`config.mk`:
```
export PLATFORM = sky130hd
export DESIGN_NAME = usr_axis_rr_scheduler
export DESIGN_NICKNAME = d
export VERILOG_FILES = /design/src/rtl/usr_axis_rr_scheduler.sv
export SDC_FILE = /design/constraint.sdc
export NUM_CORES = 1
export LEC_CHECK = 0
export CORE_MARGIN = 2
export CORE_UTILIZATION = 35
export DETAILED_ROUTE_END_ITERATION = 10
export GPL_TIMING_DRIVEN = 0
export PLACE_DENSITY = 0.68
export SLEW_MARGIN = 10
export SYNTH_ARGS = -nofsm -noshare
export SYNTH_HDL_FRONTEND = slang
export SYNTH_SLANG_ARGS = --single-unit
```
`constraint.sdc`:
```
create_clock -name axis_aclk -period 4.7 [get_ports axis_aclk]
set_input_delay 0.47 -clock axis_aclk [delete_from_list [all_inputs] [get_ports axis_aclk]]
set_output_delay 0.47 -clock axis_aclk [all_outputs]
set_load 0.01 [all_outputs]
```
`src/rtl/usr_axis_rr_scheduler.sv`:
```
// usr_axis_rr_scheduler
// Packet-granular round-robin arbiter sharing one AXI4-Stream master between
// two requesters. The grant is held for a whole packet, packets longer than
// C_MAX_PKT_BEATS get a forced TLAST, and per-source packet counts are kept.
//
// state | meaning
// ------+-----------------------------------------------------------------
// IDLE  | no owner; arbitrate among valid requesters (no beat this cycle)
// BUSY0 | s0 owns the output, combinational pass-through until final beat
// BUSY1 | s1 owns the output, combinational pass-through until final beat
module usr_axis_rr_scheduler #(
  parameter int C_AXIS_TDATA_WIDTH = 32,
  parameter int C_MAX_PKT_BEATS    = 256
) (
  input  logic                            axis_aclk,
  input  logic                            axis_areset,
  input  logic                            en,
  input  logic                            s0_axis_tvalid,
  output logic                            s0_axis_tready,
  input  logic                            s0_axis_tlast,
  input  logic [C_AXIS_TDATA_WIDTH-1:0]   s0_axis_tdata,
  input  logic [C_AXIS_TDATA_WIDTH/8-1:0] s0_axis_tstrb,
  input  logic                            s1_axis_tvalid,
  output logic                            s1_axis_tready,
  input  logic                            s1_axis_tlast,
  input  logic [C_AXIS_TDATA_WIDTH-1:0]   s1_axis_tdata,
  input  logic [C_AXIS_TDATA_WIDTH/8-1:0] s1_axis_tstrb,
  output logic                            m_axis_tvalid,
  output logic                            m_axis_tlast,
  output logic [C_AXIS_TDATA_WIDTH-1:0]   m_axis_tdata,
  output logic [C_AXIS_TDATA_WIDTH/8-1:0] m_axis_tstrb,
  input  logic                            m_axis_tready,
  output logic [1:0]                      grant,
  output logic [15:0]                     pkt_cnt0,
  output logic [15:0]                     pkt_cnt1,
  output logic                            trunc
);

  localparam logic [15:0] LAST_BEAT = 16'(C_MAX_PKT_BEATS - 1);

  typedef enum logic [1:0] {
    IDLE  = 2'd0,
    BUSY0 = 2'd1,
    BUSY1 = 2'd2
  } state_t;

  state_t      state;
  state_t      state_nxt;
  logic        last_grant;   // 0 = s0 served last, 1 = s1 served last
  logic [15:0] beat_cnt;
  logic        at_limit;
  logic        src_last;
  logic        beat_xfer;
  logic        pkt_done;

  assign at_limit = (beat_cnt == LAST_BEAT);

  // Arbitration, next-state and the pass-through mux for the granted source
  always_comb begin
    state_nxt      = state;
    grant          = 2'b00;
    m_axis_tvalid  = 1'b0;
    m_axis_tlast   = 1'b0;
    m_axis_tdata   = '0;
    m_axis_tstrb   = '0;
    s0_axis_tready = 1'b0;
    s1_axis_tready = 1'b0;
    src_last       = 1'b0;
    case (state)
      IDLE: begin
        if (en && (s0_axis_tvalid || s1_axis_tvalid)) begin
          if (last_grant)
            state_nxt = s0_axis_tvalid ? BUSY0 : BUSY1;
          else
            state_nxt = s1_axis_tvalid ? BUSY1 : BUSY0;
        end
      end
      BUSY0: begin
        grant          = 2'b01;
        m_axis_tvalid  = s0_axis_tvalid;
        m_axis_tdata   = s0_axis_tdata;
        m_axis_tstrb   = s0_axis_tstrb;
        src_last       = s0_axis_tlast;
        m_axis_tlast   = s0_axis_tlast | at_limit;
        s0_axis_tready = m_axis_tready;
      end
      BUSY1: begin
        grant          = 2'b10;
        m_axis_tvalid  = s1_axis_tvalid;
        m_axis_tdata   = s1_axis_tdata;
        m_axis_tstrb   = s1_axis_tstrb;
        src_last       = s1_axis_tlast;
        m_axis_tlast   = s1_axis_tlast | at_limit;
        s1_axis_tready = m_axis_tready;
      end
      default: state_nxt = IDLE;
    endcase
    beat_xfer = m_axis_tvalid & m_axis_tready;
    pkt_done  = beat_xfer & m_axis_tlast;
    if (pkt_done)
      state_nxt = IDLE;
  end

  // State, beat counter, round-robin pointer, packet counters, truncation pulse
  always_ff @(posedge axis_aclk or posedge axis_areset) begin
    if (axis_areset) begin
      state      <= IDLE;
      last_grant <= 1'b1;
      beat_cnt   <= '0;
      pkt_cnt0   <= '0;
      pkt_cnt1   <= '0;
      trunc      <= 1'b0;
    end else begin
      state <= state_nxt;
      trunc <= 1'b0;
      if (beat_xfer) begin
        if (m_axis_tlast) begin
          beat_cnt <= '0;
          // A forced TLAST leaves the rest of the source packet queued; it
          // re-enters arbitration as a fresh packet.
          trunc    <= ~src_last;
          if (state == BUSY0) begin
            pkt_cnt0   <= pkt_cnt0 + 16'd1;
            last_grant <= 1'b0;
          end else begin
            pkt_cnt1   <= pkt_cnt1 + 16'd1;
            last_grant <= 1'b1;
          end
        end else begin
          beat_cnt <= beat_cnt + 16'd1;
        end
      end
    end
  end

endmodule

```
Yosys cells after proc, flatten, opt, wreduce, memory -nomap -nowiden
Index checks and enable logic that the tools add are counted.

Output and inout port bits: 75. Logic and storage cells: 46. Register bits after elaboration: 52.

Eq/ne operators: 5. Reduce and logical (&&, ||, !) cells: 8. Bitwise operators: 6. Mux-type cells: 18. $add $sub $neg: 3.

Operators by type and width (number): $pmux W32 S2 (1); $add A16 B1 Y16 const B (3); $eq A16 B8 Y1 const B (1); $mux W16 (1); $mux W2 (5); $pmux W2 S2 (2); $pmux W4 S2 (1); $pmux W1 S2 (3); $reduce_and A3 Y1 (2); $mux W1 (5); $reduce_and A2 Y1 (2); $ne A3 B3 Y1 const B (1); $and A1 B1 Y1 (2); $eq A2 B1 Y1 const B (1); $eq A2 B2 Y1 const B (1); $logic_not A2 Y1 (1); $ne A2 B1 Y1 const B (1); $not A1 Y1 (2); $or A1 B1 Y1 (2); $reduce_or A2 Y1 (1); $logic_and A1 B1 Y1 (1); $logic_or A1 B1 Y1 (1).

Logic depth before layout (Yosys ltp)
Gate-level depths: netlist of run 1.

Depth after elaboration: 6. Gate-level depth with buffers: 10.

Least setup slack after synthesis of run 1
No wires, ideal clock.

Kind: reg-to-output. From: register state[0]. To: output m_axis_tdata[13]. Arrival time: 1664 ps. Slack: 2566 ps. Cell stages (with the launch flop): 8. Data required time: 4230 ps. Buffers on the path: 3. Cells stage by stage: dfrtp_1 inv_1 ha_1 buf_4 clkbuf_1 clkbuf_1 a22oi_1 nor2b_1.

Cells in the longest elaborated chain, start to end: 2. Elaborated cells between the ends (all ways): 3. Those cells by class: eq/ne: 2; mux: 1.

Ends and longest elaborated chain: start: declaration (RTL line 47) `state_t state;`; start signal: assignment (RTL line 114) `state <= state_nxt;`; $eq A2 B2 Y1 / $eq A2 B1 Y1 (equally long branches) (RTL line 69) `case (state)`; $pmux W32 S2 * (RTL line 69); end: declaration (RTL line 30) `output logic [C_AXIS_TDATA_WIDTH-1:0] m_axis_tdata,`.

Mark *: on every way between the ends. The rest lies on a longest branch, timed or not.

Worst setup path after layout of run 1
From: register state[1]. To: output m_axis_tdata[27].

Same word-level chain as after synthesis.

==> reports/results.ini, run 1 <==
[placed_design]
dp_hpwl_um=8080
place_congestion=0.897
io_buffers=154
place.detailed.instances=600

[clock_tree]
cts.htree.levels=2
clock-sinks=52
cts_tree=yes
clk_transition_reported_paths_ns=0.10
holdBufCountCts=0
cts_post_setup_buffers_inserted=0
cts_resized=0
cts_buffers=5
root_buffer=clkbuf_8
worst_skew_pair.late_latency_ns=0.30
cts-root-to-sink-buffers=2

[critical_path]
timing.critical_path.slowest_stage_cell=clkdlybuf4s50_1
worst_r2r_startpoint=state[0]
worst_path_dominant_cell_family=buffers and inverters
path_depth=7
crit_path_max_incr_delay_ns=0.58
cp_common_cell=buf_1
startpoint=state[1]
critical_path.startpoint_type=flop
reg2reg_depth=9
critPathBufInv=4
worstSetupEndpointType=output port
worstPathCellList=inv_1 > ha_1 > buf_1 > buf_1 > a22oi_1 > nor2b_1 > clkdlybuf4s50_1
ff2ff_setup_slack_ns=2.21
critical_path.reg2reg.endpoint=beat_cnt[9]
critical_path_arrival_ns=3.10
timing.critical_path.required_ns=4.23
worst-path-max-fanout=10
critical_path_class=flop to output port
crit_path_end=m_axis_tdata[27]

[floorplan]
initial_core_util_pct=36.5
die_height_um=99.9
die_w_um=99.9
std_cell_rows=34
total_die_area_um2=9980
pin_count=155
design.core.area_um2=8810

[timing]
clock_skew_ns=0.00788
highest_clock_frequency_the_design_can_meet_ghz=0.280
setup_viol_count_final=0
rsz0062_at_grt=no
timing.max_slew.rel_slack_pct=40.5
hold_viol=0
finalMaxSlewViolations=0
layout_worst_path_cycle_share_pct=75.9
finalHoldWorstSlack_ns=0.487
worst_pin_slew_ns=0.884
setup_tns_ns=0
period_needed_ns=3.57

[global_route]
grt_antenna_before_repair=2
grt_overflow_total=0
first_global_vias=3266
track_usage_pct=20.3
grt_max_degree=28
global_route_wire_length_before_repair_um=16100

[route]
route.layer.met1.wl_um=4060
viasPerCell=5.23
dr.pass1.iters=4
finalWirelength_um=10200
via_count=3191
dr.first_iter.drc_count=124
postRouteAntennaNets=0
topRoutingLayerUsed=met4
route.detailed.drc=0
met2_length_um=5130
met3_routed_wl_um=808
route.detailed.wl_per_inst_um=16.7

[worst_hold_path]
worstHoldPathType=flop to flop
holdPathStages=1

[run]
drv_cap=0

[synth]
ys_warn_count=0
seq_area_frac_synth_pct=40.5
ys_types=45
synth_edf_count=0
postSynth.asyncResetShare_pct=100
post-synth-top-area-fraction_pct=39.7
synth_area_leader_cell=dfrtp_1
synthesized_area_um2=3220
synth_area_leaders=dfrtp_1, a22oi_1, nor2b_1
syn-mean-instance-area_um2=9.55
syn-num-nets=425
synthFlopType=dfrtp_1
post_synth_inst_count=337
register_bit_total_from_synthesis=52

[outcome]
status=complete, no violations

[power]
cellLeakagePower_nw=2.00
power_density_nw_per_um2=348
worst_vdd_rail_ir_drop_v=0.000189
design_power_total_mw=1.75

[cells_and_area]
final_net_count=587
final_cell_mix=clkdlybuf4s50_1, dfrtp_1, nor2b_1
layout-area-overhead-vs-synth_pct=56.6
fillCellCount=800
final_cells=610
layout.cells.most_common=clkdlybuf4s50_1
layout-drive-gt1-share_pct=5.40

cells in the mapped netlist (all sizes together), types with 3 or more instances:
| cell | number |
|---|---|
| inv | 8 |
| nor2 | 16 |
| xor2 | 14 |
| a22oi | 38 |
| xnor2 | 26 |
| clkbuf | 10 |
| and3 | 12 |
| nand4 | 16 |
| and2 | 4 |
| nand2 | 23 |
| nor3 | 6 |
| nor4 | 7 |
| o21ai | 7 |
| nor2b | 38 |
| nand3 | 18 |
| dfrtp | 51 |
| buf | 8 |
| mux2 | 3 |
| and4 | 4 |
| ha | 8 |
layer usage:
layer  track usage [%]  up-vias
met5                 0        -
met3              5.85       13
met4              7.48        0
met1              23.5     1522
met2              35.8      127
li1                  -     1529
worst reg2reg max path: stages (launching register included):
cell	delay, ns
dfrtp_1	0.38
inv_1	0.10
ha_1	0.41
nand2_1	0.14
or2_1	0.24
buf_6	0.14
a21oi_1	0.32
buf_2	0.32
buf_2	0.26
nor2_1	0.07
cell families (layout without fill, tap and decap cells):
group / count (synthesis) / after routing / share of synthesized area, %
adders and majority gates: 8 / 8 / 3.11
muxes: 4 / 4 / 1.36
other: 0 / 2 / 0
DFF: 52 / 52 / 40.5
buffers and inverters: 26 / 189 / 3.46
xor gates and xnor gates: 40 / 40 / 10.9
and+or+nand+nor: 151 / 151 / 27.7
AOI/OAI and AO/OA: 56 / 56 / 13.0
power breakdown:
group / switching (mW) / internal (mW) / leakage (nW)
clock: 0.150 / 0.174 / 0.0614
combinational: 0.456 / 0.464 / 1.23
sequential: 0.0317 / 0.477 / 0.713
cell type report:
class                   count  area (um2)  share of cell area (%)
multi-input cells         259        1800                    35.8
repair buffers            155        1560                    31.0
flip-flops and latches     52        1300                    25.8
well taps                 108         135                    2.68
clock buffers               6        82.6                    1.64
plain buffers              18        81.3                    1.61
clock inverters             2        38.8                   0.769
inverters                   8        30.0                   0.596
diodes                      2        5.00                  0.0993
sequential cells by signal, indices dropped and copies added, names as in the netlist:
register    count
pkt_cnt0       16
trunc           1
pkt_cnt1       16
state           2
beat_cnt       16
last_grant      1
worst min path at each step:
stage                  from      endpoint
6_report       pkt_cnt1[15]  pkt_cnt1[15]
5_1_grt        pkt_cnt1[15]  pkt_cnt1[15]
4_1_cts        pkt_cnt1[15]  pkt_cnt1[15]
3_5_place_dp   pkt_cnt1[15]  pkt_cnt1[15]
3_3_place_gp   pkt_cnt0[15]  pkt_cnt0[15]
2_1_floorplan    last_grant    last_grant
through the flow:
step | cell area, um2 | setup slack, ns | util, %
floorplan | 3220 | 2.57 | -
CTS | 5040 | 1.08 | 57.2
finish | 5040 | 1.13 | 57.2
global placement | 4890 | 1.46 | 55.6
detailed placement | 4910 | 1.45 | 55.8
global route | 5040 | 0.901 | 57.2
(Power assumes the default switching activity.)
==> run 2, diff against run 1 <==
Settings changed: PLACE_DENSITY 0.68 to 0.7.
Clock period 4.7 ns to 3.2 ns, I/O delays scaled along.
==> reports/results.ini, run 2 (same netlist as run 1, synthesis figures left out) <==
[floorplan]
total_die_area_um2=9980  ; unchanged
design.core.area_um2=8810  ; unchanged
std_cell_rows=34  ; unchanged
pin_count=155  ; unchanged
die_height_um=99.9  ; unchanged
die_w_um=99.9  ; unchanged
initial_core_util_pct=36.5  ; unchanged

[timing]
worst_pin_slew_ns=0.888  ; +0.00463 ns
clock_skew_ns=0.00862  ; +0.000743 ns
setup_viol_count_final=0  ; unchanged
rsz0062_at_grt=no
setup_tns_ns=0  ; unchanged
timing.max_slew.rel_slack_pct=40.2  ; -0.31 points
hold_viol=0  ; unchanged
finalMaxSlewViolations=0  ; unchanged
highest_clock_frequency_the_design_can_meet_ghz=0.333
period_needed_ns=3.00
layout_worst_path_cycle_share_pct=93.8

[cells_and_area]
fillCellCount=783  ; -2.1%
layout-drive-gt1-share_pct=6.61  ; +1.2 points
final_net_count=586  ; -0.17%
final_cell_mix=clkdlybuf4s50_1, dfrtp_1, nor2b_1
layout-area-overhead-vs-synth_pct=56.8  ; about the same
layout.cells.most_common=clkdlybuf4s50_1
final_cells=609  ; -0.16%
reg.largest.list=beat_cnt: 16 flops, pkt_cnt0: 16 flops, pkt_cnt1: 16 flops

[global_route]
global_route_wire_length_before_repair_um=16600  ; +3.7%
grt_antenna_before_repair=2  ; unchanged
grt_max_degree=30  ; +7.1%
track_usage_pct=21.1  ; +0.76 points
first_global_vias=3295  ; +0.89%
grt_overflow_total=0  ; unchanged

[critical_path]
timing.critical_path.required_ns=2.88  ; -1.35 ns
crit_path_max_incr_delay_ns=0.56  ; -0.02 ns
worst-path-max-fanout=10  ; unchanged
worst_path_dominant_cell_family=buffers and inverters
critical_path.startpoint_type=flop
critical_path_arrival_ns=2.68  ; -0.42 ns
critPathBufInv=4  ; unchanged
timing.critical_path.slowest_stage_cell=clkdlybuf4s50_1
worstSetupEndpointType=output port
critical_path_class=flop to output port
worstPathCellList=inv_1 > ha_1 > buf_2 > buf_1 > a22oi_1 > nor2b_1 > clkdlybuf4s50_1

[worst_hold_path]
worstHoldPathType=primary input to async pin

[route]
met3_routed_wl_um=769  ; -4.8%
viasPerCell=5.22  ; -0.21%
postRouteAntennaNets=0  ; unchanged
route.detailed.drc=0  ; unchanged
via_count=3179  ; -0.38%
topRoutingLayerUsed=met4
dr.first_iter.drc_count=157  ; +27%
met2_length_um=5310  ; +3.6%
route.detailed.wl_per_inst_um=16.9  ; +1.2%
finalWirelength_um=10300  ; +1.0%
dr.pass1.iters=4  ; unchanged
route.layer.met1.wl_um=4090  ; +0.81%

[clock_tree]
cts-root-to-sink-buffers=2  ; unchanged
cts_post_setup_buffers_inserted=0  ; unchanged
cts_resized=4  ; +4
clock-sinks=52  ; unchanged
root_buffer=clkbuf_8
holdBufCountCts=0  ; unchanged
cts_tree=yes
worst_skew_pair.late_latency_ns=0.31  ; about the same
cts.htree.levels=2  ; unchanged
clk_transition_reported_paths_ns=0.10  ; about the same
cts_buffers=5  ; unchanged

[placed_design]
place.detailed.instances=600  ; unchanged
io_buffers=154  ; unchanged
dp_hpwl_um=8320  ; +2.9%
place_congestion=0.841  ; -6.2%

[power]
cellLeakagePower_nw=2.02  ; +1.0%
power_density_nw_per_um2=511  ; +47%
worst_vdd_rail_ir_drop_v=0.000304  ; +61%

[run]
drv_cap=0  ; unchanged

[outcome]
status=complete, no violations

-- run 2: cell count changes in the layout (fill, tap and decap cells not counted) --
cell and delta:
clkbuf_1 -4, buf_1 -3, buf_2 +3, clkbuf_2 +3
-- run 2: layer usage --
metal	GRT usage [%]	vias up
met5	0	-
met4	5.90	0
met3	6.20	9
met2	37.9	115
met1	24.3	1516
li1	-	1539
-- run 2: final timing paths --
kind / end / cells past startpoint / from / slack, ns
min in group axis_aclk: pkt_cnt0[15] / 1 / pkt_cnt0[15] / 0.47
setup / recovery: m_axis_tdata[3] / 7 / state[1] / 0.20
setup reg to reg: beat_cnt[8] / 9 / state[0] / 0.65
hold reg to reg: pkt_cnt0[15] / 1 / pkt_cnt0[15] / 0.47
hold / removal: pkt_cnt1[10] / 2 / axis_areset / 0.36
max in group asynchronous: last_grant / 3 / axis_areset / 2.22
-- run 2: final cells by class --
| cell class | instances | area (um2) | area share (%) |
|---|---|---|---|
| multi-input combinational | 259 | 1800 | 35.8 |
| timing repair buffer | 155 | 1560 | 31.0 |
| antenna | 2 | 5.00 | 0.0992 |
| clock buffer | 6 | 82.6 | 1.64 |
| clock inverter | 2 | 38.8 | 0.769 |
| buffer | 17 | 85.1 | 1.69 |
| tap | 108 | 135 | 2.68 |
| sequential | 52 | 1300 | 25.8 |
| inverter | 8 | 30.0 | 0.595 |
-- run 2: per-stage QoR --
step	instance area, um2	power [mW]	hold slack, ns	setup slack [ns]	utilization, %
detailed placement	4910	2.11	0.466	0.134	55.8
CTS	5040	2.61	0.377	0.0852	57.2
global placement	4890	2.10	0.460	0.184	55.6
global route	5040	2.76	0.406	0.0162	57.3
finish	5040	2.58	0.362	0.198	57.3
floorplan	3220	1.50	0.424	1.19	-
-- run 2: power breakdown --
group          internal (mW)  total, mW  switching (mW)
clock network          0.256      0.481           0.225
logic                  0.687       1.35           0.665
registers              0.700      0.745          0.0441
==> run 3, diff against run 2 <==
Settings changed: CORE_ASPECT_RATIO set to 1.4.
==> reports/results.ini, run 3 (same netlist as run 1, synthesis figures left out) <==
[global_route]
grt_max_degree=37  ; +23%
grt_overflow_total=0  ; unchanged
track_usage_pct=21.7  ; +0.65 points
grt_antenna_before_repair=0  ; -2
global_route_wire_length_before_repair_um=17100  ; +2.6%
first_global_vias=3298  ; +0.091%

[power]
design_power_total_mw=2.67  ; +3.7%
power_density_nw_per_um2=527  ; +3.2%
cellLeakagePower_nw=2.04  ; +0.74%
worst_vdd_rail_ir_drop_v=0.000368  ; +21%

[clock_tree]
cts_buffers=5  ; unchanged
clk_transition_reported_paths_ns=0.07  ; -0.03 ns
cts_post_setup_buffers_inserted=0  ; unchanged
cts-root-to-sink-buffers=2  ; unchanged
cts.htree.levels=2  ; unchanged
root_buffer=clkbuf_16
worst_skew_pair.late_latency_ns=0.30  ; about the same
cts_tree=yes
clock-sinks=52  ; unchanged
holdBufCountCts=0  ; unchanged

[route]
postRouteAntennaNets=0  ; unchanged
finalWirelength_um=10700  ; +3.5%
dr.first_iter.drc_count=289  ; +84%
via_count=3251  ; +2.3%
route.detailed.wl_per_inst_um=17.6  ; +4.1%
dr.pass1.iters=4  ; unchanged
viasPerCell=5.36  ; +2.8%
route.detailed.drc=0  ; unchanged

[run]
drv_cap=0  ; unchanged

[floorplan]
initial_core_util_pct=35.8  ; -0.70 points
pin_count=155  ; unchanged
std_cell_rows=41  ; +21%
total_die_area_um2=9990  ; +0.10%
design.core.area_um2=8980  ; +1.9%
die_w_um=85.0  ; -15%
die_height_um=117  ; +18%

[timing]
period_needed_ns=3.03  ; +0.0306 ns
worst_pin_slew_ns=0.997  ; +0.109 ns
timing.max_slew.rel_slack_pct=32.9  ; -7.3 points
highest_clock_frequency_the_design_can_meet_ghz=0.330  ; -1.0%
setup_viol_count_final=0  ; unchanged
finalMaxSlewViolations=0  ; unchanged
rsz0062_at_grt=no
setup_tns_ns=0  ; unchanged
clock_skew_ns=0.00604  ; -0.00258 ns
layout_worst_path_cycle_share_pct=94.8  ; +0.96 points
hold_viol=0  ; unchanged

[placed_design]
io_buffers=154  ; unchanged
place_congestion=0.930  ; +11%
place.detailed.instances=599  ; -0.17%
dp_hpwl_um=8540  ; +2.7%

[critical_path]
worstPathCellList=inv_1 > ha_1 > buf_4 > clkbuf_1 > clkbuf_2 > a22oi_1 > nor2b_1 > clkdlybuf4s50_1
worstSetupEndpointType=output port
critical_path_arrival_ns=2.71  ; +0.03 ns
reg2reg_depth=9  ; unchanged
timing.critical_path.slowest_stage_cell=clkdlybuf4s50_1
worst-path-max-fanout=10  ; unchanged
timing.critical_path.required_ns=2.88  ; about the same
critical_path.reg2reg.endpoint=beat_cnt[6]
worst_r2r_startpoint=state[1]
critical_path.startpoint_type=flop
ff2ff_setup_slack_ns=0.68  ; +0.03 ns
crit_path_max_incr_delay_ns=0.58  ; +0.02 ns
critical_path_class=flop to output port

[cells_and_area]
layout.cells.most_common=clkdlybuf4s50_1
reg.largest.list=beat_cnt: 16 flops, pkt_cnt0: 16 flops, pkt_cnt1: 16 flops
fillCellCount=795  ; +1.5%
final_cell_mix=clkdlybuf4s50_1, dfrtp_1, nor2b_1
insertedDiodeCount=0  ; -2
final_net_count=586  ; unchanged
layout-drive-gt1-share_pct=6.81  ; +0.20 points
final_cells=606  ; -0.49%
layout-area-overhead-vs-synth_pct=57.5

[outcome]
status=complete, no violations

[worst_hold_path]
worstHoldPathType=primary input to async pin

-- run 3: layout make-up --
type	instances	area (um2)	area share [%]
multi-input combinational	259	1800	35.6
timing repair buffer	155	1560	30.8
sequential	52	1300	25.7
tap	107	134	2.64
clock buffer	5	125	2.47
buffer	17	86.3	1.70
inverter	8	30.0	0.592
clock inverter	3	26.3	0.518
-- run 3: routing by layer --
metal  global-route usage [%]  vias up  part of all wire [%]
li1                         -     1532                     -
met1                     26.8     1544                    40
met2                     37.0      169                    50
met3                     6.45        6                   9.4
met4                     4.96        0                   1.0
met5                        0        -                     0
-- run 3: per-stage QoR --
stage	utilization [%]	hold WS (ns)	cell area [um2]	worst slack [ns]
after CTS	56.4	0.339	5070	0.00934
after floorplan	-	0.424	3220	1.19
final	56.5	0.325	5070	0.167
after global routing	56.5	0.382	5070	0.0234
after global placement	54.5	0.463	4890	0.141
after detailed placement	54.7	0.465	4910	0.0983
-- run 3: worst max path at each step --
| stage | from | end | slack, ns | cells after the start |
|---|---|---|---|---|
| 2_1_floorplan | state[0] | pkt_cnt1[6] | 1.19 | 9 |
| 3_3_place_gp | state[1] | m_axis_tdata[27] | 0.14 | 7 |
| 3_5_place_dp | state[1] | m_axis_tdata[23] | 0.1 | 7 |
| 4_1_cts | state[1] | m_axis_tdata[29] | 0.009 | 7 |
| 5_1_grt | state[0] | m_axis_tdata[10] | 0.02 | 8 |
| 6_report | state[0] | m_axis_tdata[10] | 0.17 | 8 |
-- run 3: timing repair --
action / 4_1_cts / 5_1_grt
setup endpoints to repair: 36 / 21
cloned: 0 / 0
gates resized for setup: 2 / 7
-- run 3: worst max-delay path, delay by kind of cell, from the launching register on --
family / cells / cell delay [ns]
buffers and inverters: 5 / 1.53
and+or+nand+nor: 1 / 0.20
AOI/OAI and AO/OA: 1 / 0.12
DFF: 1 / 0.40
adders and majority gates: 1 / 0.16
-- run 3: where the power goes --
group | internal, mW | total, mW | switching (mW)
Sequential | 0.701 | 0.748 | 0.0469
Clock | 0.296 | 0.555 | 0.259
Combinational | 0.690 | 1.37 | 0.680
